## src/rtl/fft_pkg.sv

```systemverilog
// Shared definitions for the memory-based FFT datapath: default widths and
// the read-side tag that travels with each butterfly to its write-back.
package fft_pkg;

    localparam int DATA_W  = 32;
    localparam int ADDR_W  = 9;
    localparam int NSTAGE  = 10;
    localparam int FIFO_AW = 3;

    typedef struct packed {
        logic              swap;
        logic [ADDR_W-1:0] addr_A;
        logic [ADDR_W-1:0] addr_B;
    } wr_tag_t;

    function automatic int tag_width(input int addr_w);
        return 1 + 2 * addr_w;
    endfunction

    function automatic int sidx_width(input int nstage);
        return (nstage > 1) ? $clog2(nstage) : 1;
    endfunction

endpackage

```

## src/rtl/fft_wr_bank_if.sv

```systemverilog
// Tag capture, butterfly result and bank write-port bundle of the FFT
// write-back stage. The master drives tags and results; the slave is the stage.
interface fft_wr_bank_if
    import fft_pkg::*;
#(
    parameter int DATA_W = fft_pkg::DATA_W,
    parameter int ADDR_W = fft_pkg::ADDR_W,
    parameter int NSTAGE = fft_pkg::NSTAGE
);
    localparam int SIDX_W = sidx_width(NSTAGE);

    logic              tag_push;
    logic              tag_swap;
    logic [ADDR_W-1:0] tag_addr_A;
    logic [ADDR_W-1:0] tag_addr_B;
    logic              tag_ready;

    logic              in_valid;
    logic [DATA_W-1:0] in_A;
    logic [DATA_W-1:0] in_B;

    logic              we_BANK0;
    logic [ADDR_W-1:0] addr_wr_BANK0;
    logic [DATA_W-1:0] data_wr_BANK0;
    logic              we_BANK1;
    logic [ADDR_W-1:0] addr_wr_BANK1;
    logic [DATA_W-1:0] data_wr_BANK1;

    logic [SIDX_W-1:0] stage_idx;
    logic              stage_done;
    logic              fft_done;
    logic [1:0]        err;

    modport master (
        output tag_push, tag_swap, tag_addr_A, tag_addr_B,
        output in_valid, in_A, in_B,
        input  tag_ready,
        input  we_BANK0, addr_wr_BANK0, data_wr_BANK0,
        input  we_BANK1, addr_wr_BANK1, data_wr_BANK1,
        input  stage_idx, stage_done, fft_done, err
    );

    modport slave (
        input  tag_push, tag_swap, tag_addr_A, tag_addr_B,
        input  in_valid, in_A, in_B,
        output tag_ready,
        output we_BANK0, addr_wr_BANK0, data_wr_BANK0,
        output we_BANK1, addr_wr_BANK1, data_wr_BANK1,
        output stage_idx, stage_done, fft_done, err
    );

endinterface

```

## src/rtl/fft_tag_fifo.sv

```systemverilog
// Synchronous first-word-fall-through FIFO with full/empty and occupancy.
// Overflowing pushes and underflowing pops are ignored; no bypass paths.
module fft_tag_fifo #(
    parameter int W  = 19,
    parameter int AW = 3
) (
    input  logic          clk,
    input  logic          rstn,
    input  logic          push_i,
    input  logic [W-1:0]  din_i,
    input  logic          pop_i,
    output logic [W-1:0]  dout_o,
    output logic          full_o,
    output logic          empty_o,
    output logic [AW:0]   count_o
);
    localparam int DEPTH = 1 << AW;

    logic [W-1:0]  mem_q [DEPTH];
    logic [AW-1:0] wr_ptr_q, wr_ptr_d;
    logic [AW-1:0] rd_ptr_q, rd_ptr_d;
    logic [AW:0]   count_q,  count_d;
    logic          push_ok, pop_ok;

    assign full_o  = (count_q == (AW+1)'(DEPTH));
    assign empty_o = (count_q == '0);
    assign count_o = count_q;
    assign dout_o  = mem_q[rd_ptr_q];

    // Full and empty are judged on the registered occupancy only, so a push
    // into a full FIFO is dropped even if a pop happens in the same cycle.
    assign push_ok = push_i & ~full_o;
    assign pop_ok  = pop_i  & ~empty_o;

    // NOTE: every variable written here gets a default first; a path that
    // leaves one unassigned would infer a latch.
    always_comb begin
        wr_ptr_d = wr_ptr_q;
        rd_ptr_d = rd_ptr_q;
        count_d  = count_q;
        if (push_ok) wr_ptr_d = wr_ptr_q + AW'(1);
        if (pop_ok)  rd_ptr_d = rd_ptr_q + AW'(1);
        unique case ({push_ok, pop_ok})
            2'b10:   count_d = count_q + (AW+1)'(1);
            2'b01:   count_d = count_q - (AW+1)'(1);
            default: count_d = count_q;
        endcase
    end

    // NOTE: sequential state is assigned with <= so every register samples
    // its inputs from before the edge, independent of statement order.
    always_ff @(posedge clk) begin
        if (!rstn) begin
            wr_ptr_q <= '0;
            rd_ptr_q <= '0;
            count_q  <= '0;
        end else begin
            wr_ptr_q <= wr_ptr_d;
            rd_ptr_q <= rd_ptr_d;
            count_q  <= count_d;
        end
    end

    // NOTE: the storage array has no reset; emptiness is tracked by the
    // pointers and count, so stale entries are never observed.
    always_ff @(posedge clk) begin
        if (push_ok) mem_q[wr_ptr_q] <= din_i;
    end

endmodule

```

## src/rtl/fft_wr_bank.sv

```systemverilog
// FFT write-back stage: queues read-side tags across the butterfly latency,
// steers results to the two bank write ports and tracks stage progress.
module fft_wr_bank
    import fft_pkg::*;
#(
    parameter int DATA_W  = fft_pkg::DATA_W,
    parameter int ADDR_W  = fft_pkg::ADDR_W,
    parameter int NSTAGE  = fft_pkg::NSTAGE,
    parameter int FIFO_AW = fft_pkg::FIFO_AW
) (
    input  logic          clk,
    input  logic          rstn,
    fft_wr_bank_if.slave  bus
);
    localparam int SIDX_W = sidx_width(NSTAGE);
    localparam int TAG_W  = tag_width(ADDR_W);
    localparam int DEPTH  = 1 << FIFO_AW;

    // Same layout as fft_pkg::wr_tag_t, sized by this instance's ADDR_W.
    typedef struct packed {
        logic              swap;
        logic [ADDR_W-1:0] addr_A;
        logic [ADDR_W-1:0] addr_B;
    } tag_t;

    tag_t             push_tag, head_tag;
    logic [TAG_W-1:0] head_bits;
    logic             fifo_full, fifo_empty;
    logic [FIFO_AW:0] fifo_count;
    logic             pop_ok, push_err, pop_err, last_bfly, last_stage;

    logic              we_q,         we_d;
    logic [ADDR_W-1:0] addr0_q,      addr0_d;
    logic [DATA_W-1:0] data0_q,      data0_d;
    logic [ADDR_W-1:0] addr1_q,      addr1_d;
    logic [DATA_W-1:0] data1_q,      data1_d;
    logic [ADDR_W-1:0] bfly_cnt_q,   bfly_cnt_d;
    logic [SIDX_W-1:0] stage_idx_q,  stage_idx_d;
    logic              stage_done_q, stage_done_d;
    logic              fft_done_q,   fft_done_d;
    logic [1:0]        err_q,        err_d;

    assign push_tag = '{swap: bus.tag_swap, addr_A: bus.tag_addr_A, addr_B: bus.tag_addr_B};
    assign head_tag = tag_t'(head_bits);

    fft_tag_fifo #(
        .W  (TAG_W),
        .AW (FIFO_AW)
    ) u_tag_fifo (
        .clk     (clk),
        .rstn    (rstn),
        .push_i  (bus.tag_push),
        .din_i   (push_tag),
        .pop_i   (bus.in_valid),
        .dout_o  (head_bits),
        .full_o  (fifo_full),
        .empty_o (fifo_empty),
        .count_o (fifo_count)
    );

    assign pop_ok     = bus.in_valid & ~fifo_empty;
    assign push_err   = bus.tag_push & fifo_full;
    assign pop_err    = bus.in_valid & fifo_empty;
    assign last_bfly  = (bfly_cnt_q == '1);
    assign last_stage = (stage_idx_q == SIDX_W'(NSTAGE - 1));

    always_comb begin
        we_d         = 1'b0;
        addr0_d      = addr0_q;
        data0_d      = data0_q;
        addr1_d      = addr1_q;
        data1_d      = data1_q;
        bfly_cnt_d   = bfly_cnt_q;
        stage_idx_d  = stage_idx_q;
        stage_done_d = 1'b0;
        fft_done_d   = 1'b0;
        err_d        = err_q | {pop_err, push_err};

        if (pop_ok) begin
            we_d = 1'b1;
            // swap=1 sends the upper operand to bank 0, otherwise to bank 1.
            if (head_tag.swap) begin
                addr0_d = head_tag.addr_A;  data0_d = bus.in_A;
                addr1_d = head_tag.addr_B;  data1_d = bus.in_B;
            end else begin
                addr1_d = head_tag.addr_A;  data1_d = bus.in_A;
                addr0_d = head_tag.addr_B;  data0_d = bus.in_B;
            end
            bfly_cnt_d = bfly_cnt_q + ADDR_W'(1);
            if (last_bfly) begin
                stage_done_d = 1'b1;
                if (last_stage) begin
                    stage_idx_d = '0;
                    fft_done_d  = 1'b1;
                end else begin
                    stage_idx_d = stage_idx_q + SIDX_W'(1);
                end
            end
        end
    end

    always_ff @(posedge clk) begin
        if (!rstn) begin
            we_q         <= 1'b0;
            addr0_q      <= '0;
            data0_q      <= '0;
            addr1_q      <= '0;
            data1_q      <= '0;
            bfly_cnt_q   <= '0;
            stage_idx_q  <= '0;
            stage_done_q <= 1'b0;
            fft_done_q   <= 1'b0;
            err_q        <= '0;
        end else begin
            we_q         <= we_d;
            addr0_q      <= addr0_d;
            data0_q      <= data0_d;
            addr1_q      <= addr1_d;
            data1_q      <= data1_d;
            bfly_cnt_q   <= bfly_cnt_d;
            stage_idx_q  <= stage_idx_d;
            stage_done_q <= stage_done_d;
            fft_done_q   <= fft_done_d;
            err_q        <= err_d;
        end
    end

    assign bus.tag_ready     = (fifo_count != (FIFO_AW+1)'(DEPTH));
    assign bus.we_BANK0      = we_q;
    assign bus.addr_wr_BANK0 = addr0_q;
    assign bus.data_wr_BANK0 = data0_q;
    assign bus.we_BANK1      = we_q;
    assign bus.addr_wr_BANK1 = addr1_q;
    assign bus.data_wr_BANK1 = data1_q;
    assign bus.stage_idx     = stage_idx_q;
    assign bus.stage_done    = stage_done_q;
    assign bus.fft_done      = fft_done_q;
    assign bus.err           = err_q;

endmodule

```

## src/flat_wrapper.sv

```systemverilog
// flat-port wrapper written by rule: the top's interface ports become plain ports
module fft_wr_bank_flat import fft_pkg::*;
#(
    parameter int DATA_W  = fft_pkg::DATA_W,
    parameter int ADDR_W  = fft_pkg::ADDR_W,
    parameter int NSTAGE  = fft_pkg::NSTAGE,
    parameter int FIFO_AW = fft_pkg::FIFO_AW
)
  (clk, rstn, bus_tag_push, bus_tag_swap, bus_tag_addr_A, bus_tag_addr_B, bus_in_valid, bus_in_A, bus_in_B, bus_tag_ready, bus_we_BANK0, bus_addr_wr_BANK0, bus_data_wr_BANK0, bus_we_BANK1, bus_addr_wr_BANK1, bus_data_wr_BANK1, bus_stage_idx, bus_stage_done, bus_fft_done, bus_err);
  fft_wr_bank_if #(.DATA_W(DATA_W), .ADDR_W(ADDR_W), .NSTAGE(NSTAGE)) bus_i ();
  input  logic clk;
  input  logic rstn;
  input wire logic [$bits(bus_i.tag_push)-1:0] bus_tag_push;
  input wire logic [$bits(bus_i.tag_swap)-1:0] bus_tag_swap;
  input wire logic [$bits(bus_i.tag_addr_A)-1:0] bus_tag_addr_A;
  input wire logic [$bits(bus_i.tag_addr_B)-1:0] bus_tag_addr_B;
  input wire logic [$bits(bus_i.in_valid)-1:0] bus_in_valid;
  input wire logic [$bits(bus_i.in_A)-1:0] bus_in_A;
  input wire logic [$bits(bus_i.in_B)-1:0] bus_in_B;
  output wire logic [$bits(bus_i.tag_ready)-1:0] bus_tag_ready;
  output wire logic [$bits(bus_i.we_BANK0)-1:0] bus_we_BANK0;
  output wire logic [$bits(bus_i.addr_wr_BANK0)-1:0] bus_addr_wr_BANK0;
  output wire logic [$bits(bus_i.data_wr_BANK0)-1:0] bus_data_wr_BANK0;
  output wire logic [$bits(bus_i.we_BANK1)-1:0] bus_we_BANK1;
  output wire logic [$bits(bus_i.addr_wr_BANK1)-1:0] bus_addr_wr_BANK1;
  output wire logic [$bits(bus_i.data_wr_BANK1)-1:0] bus_data_wr_BANK1;
  output wire logic [$bits(bus_i.stage_idx)-1:0] bus_stage_idx;
  output wire logic [$bits(bus_i.stage_done)-1:0] bus_stage_done;
  output wire logic [$bits(bus_i.fft_done)-1:0] bus_fft_done;
  output wire logic [$bits(bus_i.err)-1:0] bus_err;
  assign bus_i.tag_push = bus_tag_push;
  assign bus_i.tag_swap = bus_tag_swap;
  assign bus_i.tag_addr_A = bus_tag_addr_A;
  assign bus_i.tag_addr_B = bus_tag_addr_B;
  assign bus_i.in_valid = bus_in_valid;
  assign bus_i.in_A = bus_in_A;
  assign bus_i.in_B = bus_in_B;
  assign bus_tag_ready = bus_i.tag_ready;
  assign bus_we_BANK0 = bus_i.we_BANK0;
  assign bus_addr_wr_BANK0 = bus_i.addr_wr_BANK0;
  assign bus_data_wr_BANK0 = bus_i.data_wr_BANK0;
  assign bus_we_BANK1 = bus_i.we_BANK1;
  assign bus_addr_wr_BANK1 = bus_i.addr_wr_BANK1;
  assign bus_data_wr_BANK1 = bus_i.data_wr_BANK1;
  assign bus_stage_idx = bus_i.stage_idx;
  assign bus_stage_done = bus_i.stage_done;
  assign bus_fft_done = bus_i.fft_done;
  assign bus_err = bus_i.err;
  fft_wr_bank #(.DATA_W(DATA_W), .ADDR_W(ADDR_W), .NSTAGE(NSTAGE), .FIFO_AW(FIFO_AW)) u_core (.clk(clk), .rstn(rstn), .bus(bus_i));
endmodule
```

## config.mk

```make
export PLATFORM = sky130hd
export DESIGN_NAME = fft_wr_bank_flat
export DESIGN_NICKNAME = d
export VERILOG_FILES = /design/src/rtl/fft_pkg.sv /design/src/rtl/fft_wr_bank_if.sv /design/src/rtl/fft_tag_fifo.sv /design/src/rtl/fft_wr_bank.sv /design/src/flat_wrapper.sv
export SDC_FILE = /design/constraint.sdc
export NUM_CORES = 1
export LEC_CHECK = 0
export ABC_AREA = 1
export CORE_UTILIZATION = 30
export CTS_CLUSTER_DIAMETER = 30
export CTS_CLUSTER_SIZE = 8
export DETAILED_ROUTE_END_ITERATION = 8
export GPL_ROUTABILITY_DRIVEN = 0
export GPL_TIMING_DRIVEN = 0
export SLEW_MARGIN = 25
export SYNTH_ARGS = -nofsm -noshare
export SYNTH_HDL_FRONTEND = slang
export SYNTH_SLANG_ARGS = --single-unit
```

## constraint.sdc

```tcl
create_clock -name clk -period 2.9 [get_ports clk]
set_input_delay 0.58 -clock clk [delete_from_list [all_inputs] [get_ports clk]]
set_output_delay 0.58 -clock clk [all_outputs]
set_load 0.05 [all_outputs]
```

==> results of run 1 <==
[registers in the layout (all words and copies together), names as in the netlist, named ones only]
signal	flops
u_core.u_tag_fifo.rd_ptr_q	3
u_core.u_tag_fifo.wr_ptr_q	3
u_core.bus.addr_wr_BANK1	9
u_core.bus.fft_done	1
u_core.u_tag_fifo.count_o	4
u_core.bus.stage_done	1
u_core.bus.addr_wr_BANK0	9
u_core.u_tag_fifo.mem_q	152
u_core.bus.data_wr_BANK0	32
u_core.bus.we_BANK0	1
u_core.bus.stage_idx	4
u_core.bus.err	2
u_core.bus.data_wr_BANK1	32
u_core.bfly_cnt_q	9
[cell usage in the layout, fill, tap and decap left out, drive strengths merged, types with 18 or more instances in the layout]
| master | instances |
|---|---|
| nand2 | 528 |
| inv | 264 |
| clkinv | 19 |
| clkbuf | 99 |
| buf | 59 |
| a21oi | 18 |
| edfxtp | 152 |
| clkdlybuf4s50 | 178 |
| dfxtp | 113 |
| nand3 | 167 |
| nor2 | 197 |
[through the flow]
step                 util  TNS [ns]  hold slack (ns)  area [um^2]
floorplan               -         0            0.421        12200
CTS                 0.418         0            0.453        16600
global route        0.418         0            0.467        16600
detailed placement  0.368    -0.235            0.439        14700
global placement    0.367    -72.21            0.429        14600
finish              0.418         0            0.451        16600
[cells by family (layout without fill, tap and decap cells)]
logic type / Yosys count / in the layout / share of synthesized area
XOR/XNOR: 4 / 4 / 0.00288
other: 0 / 1 / 0
adder cells (fa/ha/maj): 7 / 7 / 0.00720
buffers and inverters: 340 / 626 / 0.114
AO/OA/AOI/OAI: 35 / 35 / 0.0157
flip-flops: 265 / 265 / 0.561
AND/OR/NAND/NOR: 901 / 901 / 0.299
[power breakdown]
group / total [W] / switching (W) / internal [W]
combinational: 0.00668 / 0.00459 / 0.00209
clock: 0.00640 / 0.00196 / 0.00443
sequential: 0.00484 / 0.000287 / 0.00456
[area by class of cell]
cell class	count	area (um^2)	area share
repair buffers	179	1800	0.108
clock inverters	26	236	0.0142
well taps	525	657	0.0395
inverters	264	991	0.0596
plain buffers	76	393	0.0236
clock buffers	81	1720	0.104
diodes	1	2.50	0.000150
flip-flops and latches	265	6830	0.410
multi-input cells	947	4000	0.241
[routing by layer]
layer | GRT usage | share of wire
met1 | 0.204 | 0.45
met2 | 0.277 | 0.48
met3 | 0.0304 | 0.054
met4 | 0.0467 | 0.014
met5 | 0 | 0
[worst min-delay path, cell delays in order (launching register included)]
cell and delay (ns):
dfxtp_1 0.30, inv_1 0.05, a21oi_1 0.05
[worst max path at each step]
stage / depth (start not counted) / start / endpoint
after floorplan: 8 / u_core.u_tag_fifo.count_o[1]$_SDFFE_PN0P_ / u_core.u_tag_fifo.mem_q[0][0]$_DFFE_PP_
after global placement: 5 / bus_tag_push / u_core.u_tag_fifo.mem_q[0][3]$_DFFE_PP_
after detailed placement: 11 / bus_in_valid / u_core.u_tag_fifo.count_o[2]$_SDFFE_PN0P_
after CTS: 5 / u_core.u_tag_fifo.count_o[0]$_SDFFE_PN0P_ / bus_tag_ready
after global routing: 5 / u_core.u_tag_fifo.count_o[0]$_SDFFE_PN0P_ / bus_tag_ready
final: 5 / u_core.u_tag_fifo.count_o[0]$_SDFFE_PN0P_ / bus_tag_ready
==> impl_summary.log, run 1 <==
[metrics] reg2reg end: u_core.u_tag_fifo.count_o[2]$_SDFFE_PN0P_
[metrics] clock root cell: clkbuf_16
[metrics] mean number of vias per cell: 4.32
[metrics] static leakage: about 7.7 nW
[metrics] Critical Path Fanout Max: 4
[metrics] clock latency on the worst-skew pair: about 0.56 ns
[metrics] area growth from synthesis to layout: 36.8%
[metrics] overflow left after global routing: 0
[metrics] row count: 73
[metrics] Core ar.: 39800 um^2
[metrics] final-report hold violation count: 0
[metrics] I/O Buffers: between 150 and 200
[metrics] required time at the worst-slack endpoint: 2.32 ns
[metrics] Least-Margin Pin Slew: 0.704 ns
[metrics] setup-violating endpoint count in the final report: 0
[metrics] path type of the worst min-delay path: reg -> reg
[metrics] total of fill cells in the finished design: 3935
[metrics] post-synthesis sequential area ratio: 0.561
[metrics] Synth Flop Type: edfxtp_1
[metrics] die width: about 200 um
[metrics] category of cells accounting for the largest share of critical-path delay: buffers and inverters
[metrics] Synth Instances: 1552
[metrics] clk buf depth: 3
[metrics] register clock-pin slew on the reported worst setup and hold paths: around 0.04 ns
[metrics] setup slack at placement: -0.118 ns
[metrics] total routed wirelength: ~33000 um
[metrics] proportion of synthesized flip-flops having asynchronous set or reset: 0
[metrics] io pins: between 150 and 200
[metrics] Iteration-0 DRC Markers: 613
[metrics] total of hold buffers inserted after clock tree synthesis: 0
[metrics] number of warning messages in the yosys log: 0
[metrics] reg-to-reg startpoint: u_core.u_tag_fifo.count_o[1]$_SDFFE_PN0P_
[metrics] reported max-cap violation count: 0
[metrics] startpoint-to-endpoint class of the critical path: reg -> out
[metrics] slowest cell on the critical path: clkdlybuf4s50_1
[metrics] normalized max-slew margin: 0.530
[metrics] overall die area: 41300 um^2
[metrics] count of placed standard cells in the final layout, fillers left out: approximately 2400
[metrics] setup slack of the critical path after layout: 0.233 ns
[metrics] depth of the most critical reg-to-reg path: 12
[metrics] share of layout cells above drive strength 1: 0.0887
[metrics] Max VDD drop: 0.476 mV
[metrics] crit share post-route: 0.920
[metrics] maximum level of the CTS H-tree: 2
[metrics] count of buffers added by post-CTS timing repair for setup: 0
[metrics] Final Max Slew Viols: 0
[metrics] layout net count: 1885
[metrics] min Tclk post-route: about 2.7 ns
[metrics] clock tree from TritonCTS: built
[metrics] crit-path most repeated cell: nand2_1
[metrics] number of enable flip-flop cells after synthesis: 152
[metrics] number of antenna violations at the first check in global routing: 1
[metrics] #FFs+latches synth: 265
[metrics] area fraction of the dominant cell type after synthesis: 0.375
[metrics] unique cell type count in the Yosys netlist: 25
[metrics] largest cells by area after synthesis: edfxtp_1, dfxtp_1, nand2_1, inv_1, nand3_1
[metrics] synthesized area: 12200 um^2
[metrics] critical path capture point type: output port
[metrics] Detailed Place HPWL: 23500 um
[metrics] unrepaired setup endpoints after global routing: false
[metrics] element type at the critical path start: register
[metrics] most used standard cells in the synthesized netlist: nand2_1, inv_1, nor2_1
[metrics] most common cell in the synthesized netlist: nand2_1
[metrics] detailed-route DRC error count: 0
[metrics] power density cells: 1080 nW/um^2
[metrics] first drt pass iteration count: 5
[metrics] result of the run: finished, final reports clean
[metrics] Hold Path Cell Cnt: 2
[metrics] cell taking the most area after synthesis: edfxtp_1
[metrics] count of antenna-violating nets left after detailed routing: 0
[metrics] combined global-route utilization of all metal layers: 0.161
[metrics] terminating pin of the worst hold path: u_core.bfly_cnt_q[4]$_SDFFE_PN0P_
[metrics] Arrival @ worst endpoint: 2.09 ns
[metrics] floorplan die height: 203 um
[metrics] instance count after placement with tap cells included: 2256
[metrics] effective utilization at floorplan: 0.305
[metrics] sequence of cells on the critical path: inv_1 > nand2_1 > nor2_2 > nand2_1 > clkdlybuf4s50_1
[metrics] number of nets in the synthesized netlist: 1646
[metrics] post-cts repair resize count: 0
[metrics] power consumption: 0.0179 W
[metrics] Clock Sinks: approximately 270
[metrics] via count of the first global-routing pass: between 9000 and 10000
[metrics] cts bufs inserted: 58
[metrics] Worst Hold Launch: u_core.bfly_cnt_q[4]$_SDFFE_PN0P_
[metrics] total number of vias: slightly above 10000
[metrics] pin count of the biggest net entering global routing: 20
[metrics] number of buffer and inverter instances along the worst setup path: 2
[metrics] first-pass GRT wire length: 51900 um
[metrics] maximum frequency from static timing analysis: 375 MHz
[metrics] Mean Syn Cell Area: about 7.8 um^2
[metrics] highest cell delay on the worst timing path: between 0.7 and 0.8 ns
[metrics] register-to-register setup slack: 0.42 ns
[metrics] mean routed wirelength per cell: 14.1 um
[metrics] final setup skew: between 0.02 and 0.025 ns
(Power assumes the default switching activity.)
==> run 2, diff against run 1 <==
SLEW_MARGIN = 20   (was 25)
==> impl_summary.log, run 2 (synthesis results as in run 1) <==
[metrics] row count: 73
[metrics] clock tree from TritonCTS: built
[metrics] Detailed Place HPWL: 23700 um
[metrics] register clock-pin slew on the reported worst setup and hold paths: approximately 0.040 ns
[metrics] met3 usage in global routing: 0.0321
[metrics] post-cts repair resize count: 0
[metrics] path type of the worst min-delay path: reg -> reg
[metrics] cts bufs inserted: 55
[metrics] required time at the worst-slack endpoint: about 2.3 ns
[metrics] count of antenna-violating nets left after detailed routing: 0
[metrics] crit share post-route: 0.927
[metrics] effective utilization at floorplan: 0.305
[metrics] startpoint-to-endpoint class of the critical path: reg -> out
[metrics] setup-violating endpoint count in the final report: 0
[metrics] sequence of cells on the critical path: inv_1 > nand2_1 > nor2_2 > nand2_1 > clkdlybuf4s50_1
[metrics] worst setup path startpoint: u_core.u_tag_fifo.count_o[0]$_SDFFE_PN0P_
[metrics] mean number of vias per cell: between 4 and 5
[metrics] total routed wirelength: 33600 um
[metrics] pin count of the biggest net entering global routing: 20
[metrics] critical path capture point type: output port
[metrics] clock latency on the worst-skew pair: around 0.57 ns
[metrics] overflow left after global routing: 0
[metrics] number of buffer and inverter instances along the worst setup path: 2
[metrics] result of the run: finished, final reports clean
[metrics] power density cells: 1080 nW/um^2
[metrics] Least-Margin Pin Slew: 0.703 ns
[metrics] Clock Sinks: approximately 270
[metrics] total of hold buffers inserted after clock tree synthesis: 0
[metrics] cell area after placement: 14700 um^2
[metrics] floorplan die height: 203 um
[metrics] maximum level of the CTS H-tree: 2
[metrics] unrepaired setup endpoints after global routing: false
[metrics] maximum frequency from static timing analysis: 372 MHz
[metrics] Iteration-0 DRC Markers: between 500 and 600
[metrics] Global Route met1 Usage: 0.206
[metrics] highest cell delay on the worst timing path: slightly above 0.7 ns
[metrics] die width: 203 um
[metrics] met2 layer usage reported by global route: 0.278
[metrics] top library cells by usage in the layout, fill and taps aside: nand2_1, inv_1, nor2_1
[metrics] detailed-route DRC error count: 0
[metrics] slowest cell on the critical path: clkdlybuf4s50_1
[metrics] final cell utilization of the core: 0.416
[metrics] Critical Path Fanout Max: 4
[metrics] total number of vias: 10285
[metrics] Core ar.: 39800 um^2
[metrics] first drt pass iteration count: 5
[metrics] Top reg by flops: u_core.u_tag_fifo.mem_q
[metrics] Arrival @ worst endpoint: around 2.1 ns
[metrics] io pins: 180
[metrics] clock root cell: clkbuf_16
[metrics] mean routed wirelength per cell: around 14 um
[metrics] overall die area: around 41000 um^2
[metrics] static leakage: 7.72 nW
[metrics] combined global-route utilization of all metal layers: 0.163
[metrics] count of buffers added by post-CTS timing repair for setup: 0
[metrics] layout net count: 1885
[metrics] final setup skew: roughly 0.017 ns
[metrics] normalized max-slew margin: 0.530
[metrics] power consumption: around 0.018 W
[metrics] number of antenna violations at the first check in global routing: 1
[metrics] area growth from synthesis to layout: 36.3%
[metrics] Max VDD drop: 0.585 mV
[metrics] crit-path most repeated cell: nand2_1
[metrics] worst hold margin: 0.453 ns
[metrics] Final Max Slew Viols: 0
[metrics] share of layout cells above drive strength 1: 0.0901
[metrics] instance count after placement with tap cells included: 2259
[metrics] Largest register FFs: 152
[metrics] reg-to-reg startpoint: u_core.u_tag_fifo.count_o[1]$_SDFFE_PN0P_
[metrics] final cell area excluding filler cells: 16600 um^2
[metrics] Top Usage Layer GRT: met2
[metrics] category of cells accounting for the largest share of critical-path delay: buffers and inverters
[metrics] total of fill cells in the finished design: slightly below 4000
[metrics] count of placed standard cells in the final layout, fillers left out: 2357
[metrics] number of antenna diodes: 0
[metrics] clk buf depth: 3
[metrics] final-report hold violation count: 0
[metrics] via count of the first global-routing pass: 9811
[metrics] reported max-cap violation count: 0
[metrics] min Tclk post-route: 2.69 ns
[metrics] Worst Hold Launch: u_core.bus.err[0]$_SDFF_PN0_
[metrics] element type at the critical path start: register
[metrics] first-pass GRT wire length: 52800 um
[metrics] most common cell after layout, fill and taps aside: nand2_1
[metrics] I/O Buffers: between 150 and 200
-- run 2: cell types whose count changed in the layout (fill, tap and decap cells not counted), moves of 2 or more --
cell / change
clkbuf_16: -8
clkbuf_1: -6
clkinvlp_4: +2
bufinv_16: +4
nor2_4: -3
clkbuf_8: -3
buf_6: +2
nor2_2: +3
clkinv_1: -2
-- run 2: final cells by class --
type                       instances  area [um^2]  area share
timing repair buffer             182         1830       0.111
tap                              525          657      0.0396
buffer                            76          393      0.0237
inverter                         264          991      0.0598
clock inverter                    34          422      0.0254
sequential                       265         6830       0.412
clock buffer                      64         1460      0.0881
multi-input combinational        947         3990       0.241
-- run 2: worst reg2reg max path: stages, from the launching register on --
cell and delay, ns:
dfxtp_1 0.37, inv_2 0.05, nand2_1 0.11, nor2_2 0.08, a21oi_4 0.25, buf_4 0.23
buf_2 0.28, ha_1 0.28, xor2_1 0.11, ha_1 0.19, a21oi_1 0.14, xor2_1 0.18
a21oi_1 0.08
-- run 2: through the flow --
stage	TNS (ns)	setup slack [ns]
finish	0	0.211
global route	0	0.109
CTS	0	0.187
detailed placement	-0.223	-0.106
global placement	-72.21	-0.597
floorplan	0	0.295
-- run 2: report_power, final --
group	switching [W]	internal, W
Clock	0.00200	0.00427
Combinational	0.00460	0.00210
Sequential	0.000288	0.00455
Total	0.00689	0.0109
-- run 2: path summary, 6_finish.rpt --
kind | to | slack (ns) | cells after the start
setup reg to reg | u_core.u_tag_fifo.count_o[2]$_SDFFE_PN0P_ | 0.43 | 12
setup / recovery | bus_tag_ready | 0.21 | 5
hold / removal | u_core.bus.err[0]$_SDFF_PN0_ | 0.45 | 2
hold reg to reg | u_core.bus.err[0]$_SDFF_PN0_ | 0.45 | 2
-- run 2: layer usage --
metal / share of wire / up-vias
met5: 0.00051 / -
met4: 0.021 / 2
met3: 0.064 / 51
met2: 0.48 / 316
met1: 0.43 / 4672
li1: - / 5244
==> run 3, diff against run 2 <==
CORE_ASPECT_RATIO = 0.5   (was unset)
==> impl_summary.log, run 3 (synthesis results as in run 1) <==
[metrics] setup-violating endpoint count in the final report: 0
[metrics] detailed-route DRC error count: 0
[metrics] normalized max-slew margin: 0.482
[metrics] clk buf depth: 3
[metrics] power density cells: 1040 nW/um^2
[metrics] crit-path most repeated cell: nand2_1
[metrics] overflow left after global routing: 0
[metrics] slowest cell on the critical path: clkdlybuf4s50_1
[metrics] Hold Path Cell Cnt: 2
[metrics] depth of the most critical reg-to-reg path: 12
[metrics] total of fill cells in the finished design: between 3000 and 4000
[metrics] combined global-route utilization of all metal layers: 0.172
[metrics] top library cells by usage in the layout, fill and taps aside: nand2_1, inv_1, nor2_1
[metrics] number of antenna violations at the first check in global routing: 0
[metrics] setup slack of the critical path after layout: 0.184 ns
[metrics] mean routed wirelength per cell: 15.2 um
[metrics] Critical Path Fanout Max: 4
[metrics] Detailed Place HPWL: 24400 um
[metrics] cts bufs inserted: 48
[metrics] pin count of the biggest net entering global routing: 20
[metrics] Max VDD drop: 0.464 mV
[metrics] number of antenna diodes: 0
[metrics] effective utilization at floorplan: 0.308
[metrics] path type of the worst min-delay path: reg -> reg
[metrics] maximum frequency from static timing analysis: 368 MHz
[metrics] instance count after placement with tap cells included: 2261
[metrics] setup slack at placement: 0.00377 ns
[metrics] clock tree from TritonCTS: built
[metrics] min Tclk post-route: 2.72 ns
[metrics] Iteration-0 DRC Markers: 776
[metrics] final setup skew: 0.0289 ns
[metrics] static leakage: 7.53 nW
[metrics] total routed wirelength: 35700 um
[metrics] area of the multi-input gates: ~4000 um^2
[metrics] count of buffers added by post-CTS timing repair for setup: 0
[metrics] Largest register FFs: 152
[metrics] maximum level of the CTS H-tree: 2
[metrics] first-pass GRT wire length: 54300 um
[metrics] Sequential cell area: 6830 um^2
[metrics] total of hold buffers inserted after clock tree synthesis: 0
[metrics] Top reg by flops: u_core.u_tag_fifo.mem_q
[metrics] final-report hold violation count: 0
[metrics] highest cell delay on the worst timing path: 0.75 ns
[metrics] clock latency on the worst-skew pair: around 0.56 ns
[metrics] die width: 287 um
[metrics] row count: 51
[metrics] crit share post-route: 0.937
[metrics] floorplan die height: ~140 um
[metrics] via count of the first global-routing pass: a little under 10000
[metrics] result of the run: finished, final reports clean
[metrics] unrepaired setup endpoints after global routing: false
[metrics] share of layout cells above drive strength 1: 0.0798
[metrics] clock root cell: clkbuf_16
[metrics] Clock Sinks: 265
[metrics] register clock-pin slew on the reported worst setup and hold paths: 0.05 ns
[metrics] required time at the worst-slack endpoint: between 2 and 2.5 ns
[metrics] area growth from synthesis to layout: 33.4%
[metrics] Final Max Slew Viols: 0
[metrics] sequence of cells on the critical path: inv_1 > nand2_1 > nor2_2 > nand2_1 > clkdlybuf4s50_1
[metrics] final cell utilization of the core: 0.411
[metrics] layout net count: 1875
[metrics] most common cell after layout, fill and taps aside: nand2_1
[metrics] startpoint-to-endpoint class of the critical path: reg -> out
[metrics] setup TNS after final layout: 0 ns
[metrics] io pins: 180
[metrics] total number of vias: 10194
[metrics] Arrival @ worst endpoint: between 2 and 2.5 ns
[metrics] critical path capture point type: output port
[metrics] mean number of vias per cell: 4.35
[metrics] Core ar.: 39400 um^2
[metrics] post-cts repair resize count: 0
[metrics] Least-Margin Pin Slew: roughly 0.77 ns
[metrics] reported max-cap violation count: 0
[metrics] count of antenna-violating nets left after detailed routing: 0
[metrics] element type at the critical path start: register
[metrics] power consumption: 0.0169 W
[metrics] overall die area: between 40000 and 50000 um^2
[metrics] count of placed standard cells in the final layout, fillers left out: approximately 2300
[metrics] first drt pass iteration count: 5
[metrics] I/O Buffers: approximately 180
## run 3: changes by cell type in the layout (fill, tap and decap cells not counted), moves of 2 or more
| cell | change |
|---|---|
| buf_8 | -2 |
| clkinv_1 | -4 |
| clkbuf_1 | +8 |
| clkbuf_16 | -6 |
| nor2_4 | +4 |
| buf_6 | -2 |
| clkinv_2 | -2 |
| nor2_2 | -4 |
| bufinv_16 | -6 |
## run 3: routing by layer
metal | share of wire | vias to the layer above | track usage
li1 | - | 5223 | -
met1 | 0.43 | 4633 | 0.210
met2 | 0.48 | 269 | 0.302
met3 | 0.056 | 69 | 0.0345
met4 | 0.029 | 0 | 0.0580
met5 | 0 | - | 0
## run 3: power breakdown
| part | total [W] | switching [W] | internal (W) |
|---|---|---|---|
| clock | 0.00529 | 0.00189 | 0.00339 |
| sequential | 0.00484 | 0.000285 | 0.00455 |
| combinational | 0.00682 | 0.00471 | 0.00211 |
| total | 0.0169 | 0.00689 | 0.0101 |
## run 3: path summary, 6_finish.rpt
check                                                               start                                        end  slack (ns)
worst max-delay path            u_core.u_tag_fifo.count_o[0]$_SDFFE_PN0P_                              bus_tag_ready        0.18
worst min-delay path                    u_core.bfly_cnt_q[4]$_SDFFE_PN0P_          u_core.bfly_cnt_q[4]$_SDFFE_PN0P_        0.44
worst max register to register  u_core.u_tag_fifo.count_o[1]$_SDFFE_PN0P_  u_core.u_tag_fifo.count_o[2]$_SDFFE_PN0P_        0.51
worst min register to register          u_core.bfly_cnt_q[4]$_SDFFE_PN0P_          u_core.bfly_cnt_q[4]$_SDFFE_PN0P_        0.44
## run 3: area by class of cell
cell class | instances | share of cell area
Buffer | 76 | 0.0242
Clock buffer | 66 | 0.0826
Clock inverter | 19 | 0.0120
Inverter | 264 | 0.0611
Multi-Input combinational cell | 947 | 0.247
Sequential cell | 265 | 0.421
Tap cell | 530 | 0.0409
Timing Repair Buffer | 179 | 0.112
## run 3: through the flow
stage	hold slack (ns)	instance area (um^2)
CTS	0.447	16200
detailed placement	0.439	14700
floorplan	0.421	12200
global route	0.470	16200
finish	0.444	16200
global placement	0.433	14600
## run 3: critical path, delay by kind of cell, from the launching register on
family                 cells  cell delay (ns)
buffers and inverters      2             0.85
AND/OR/NAND/NOR            3             0.42
flip-flops                 1             0.31
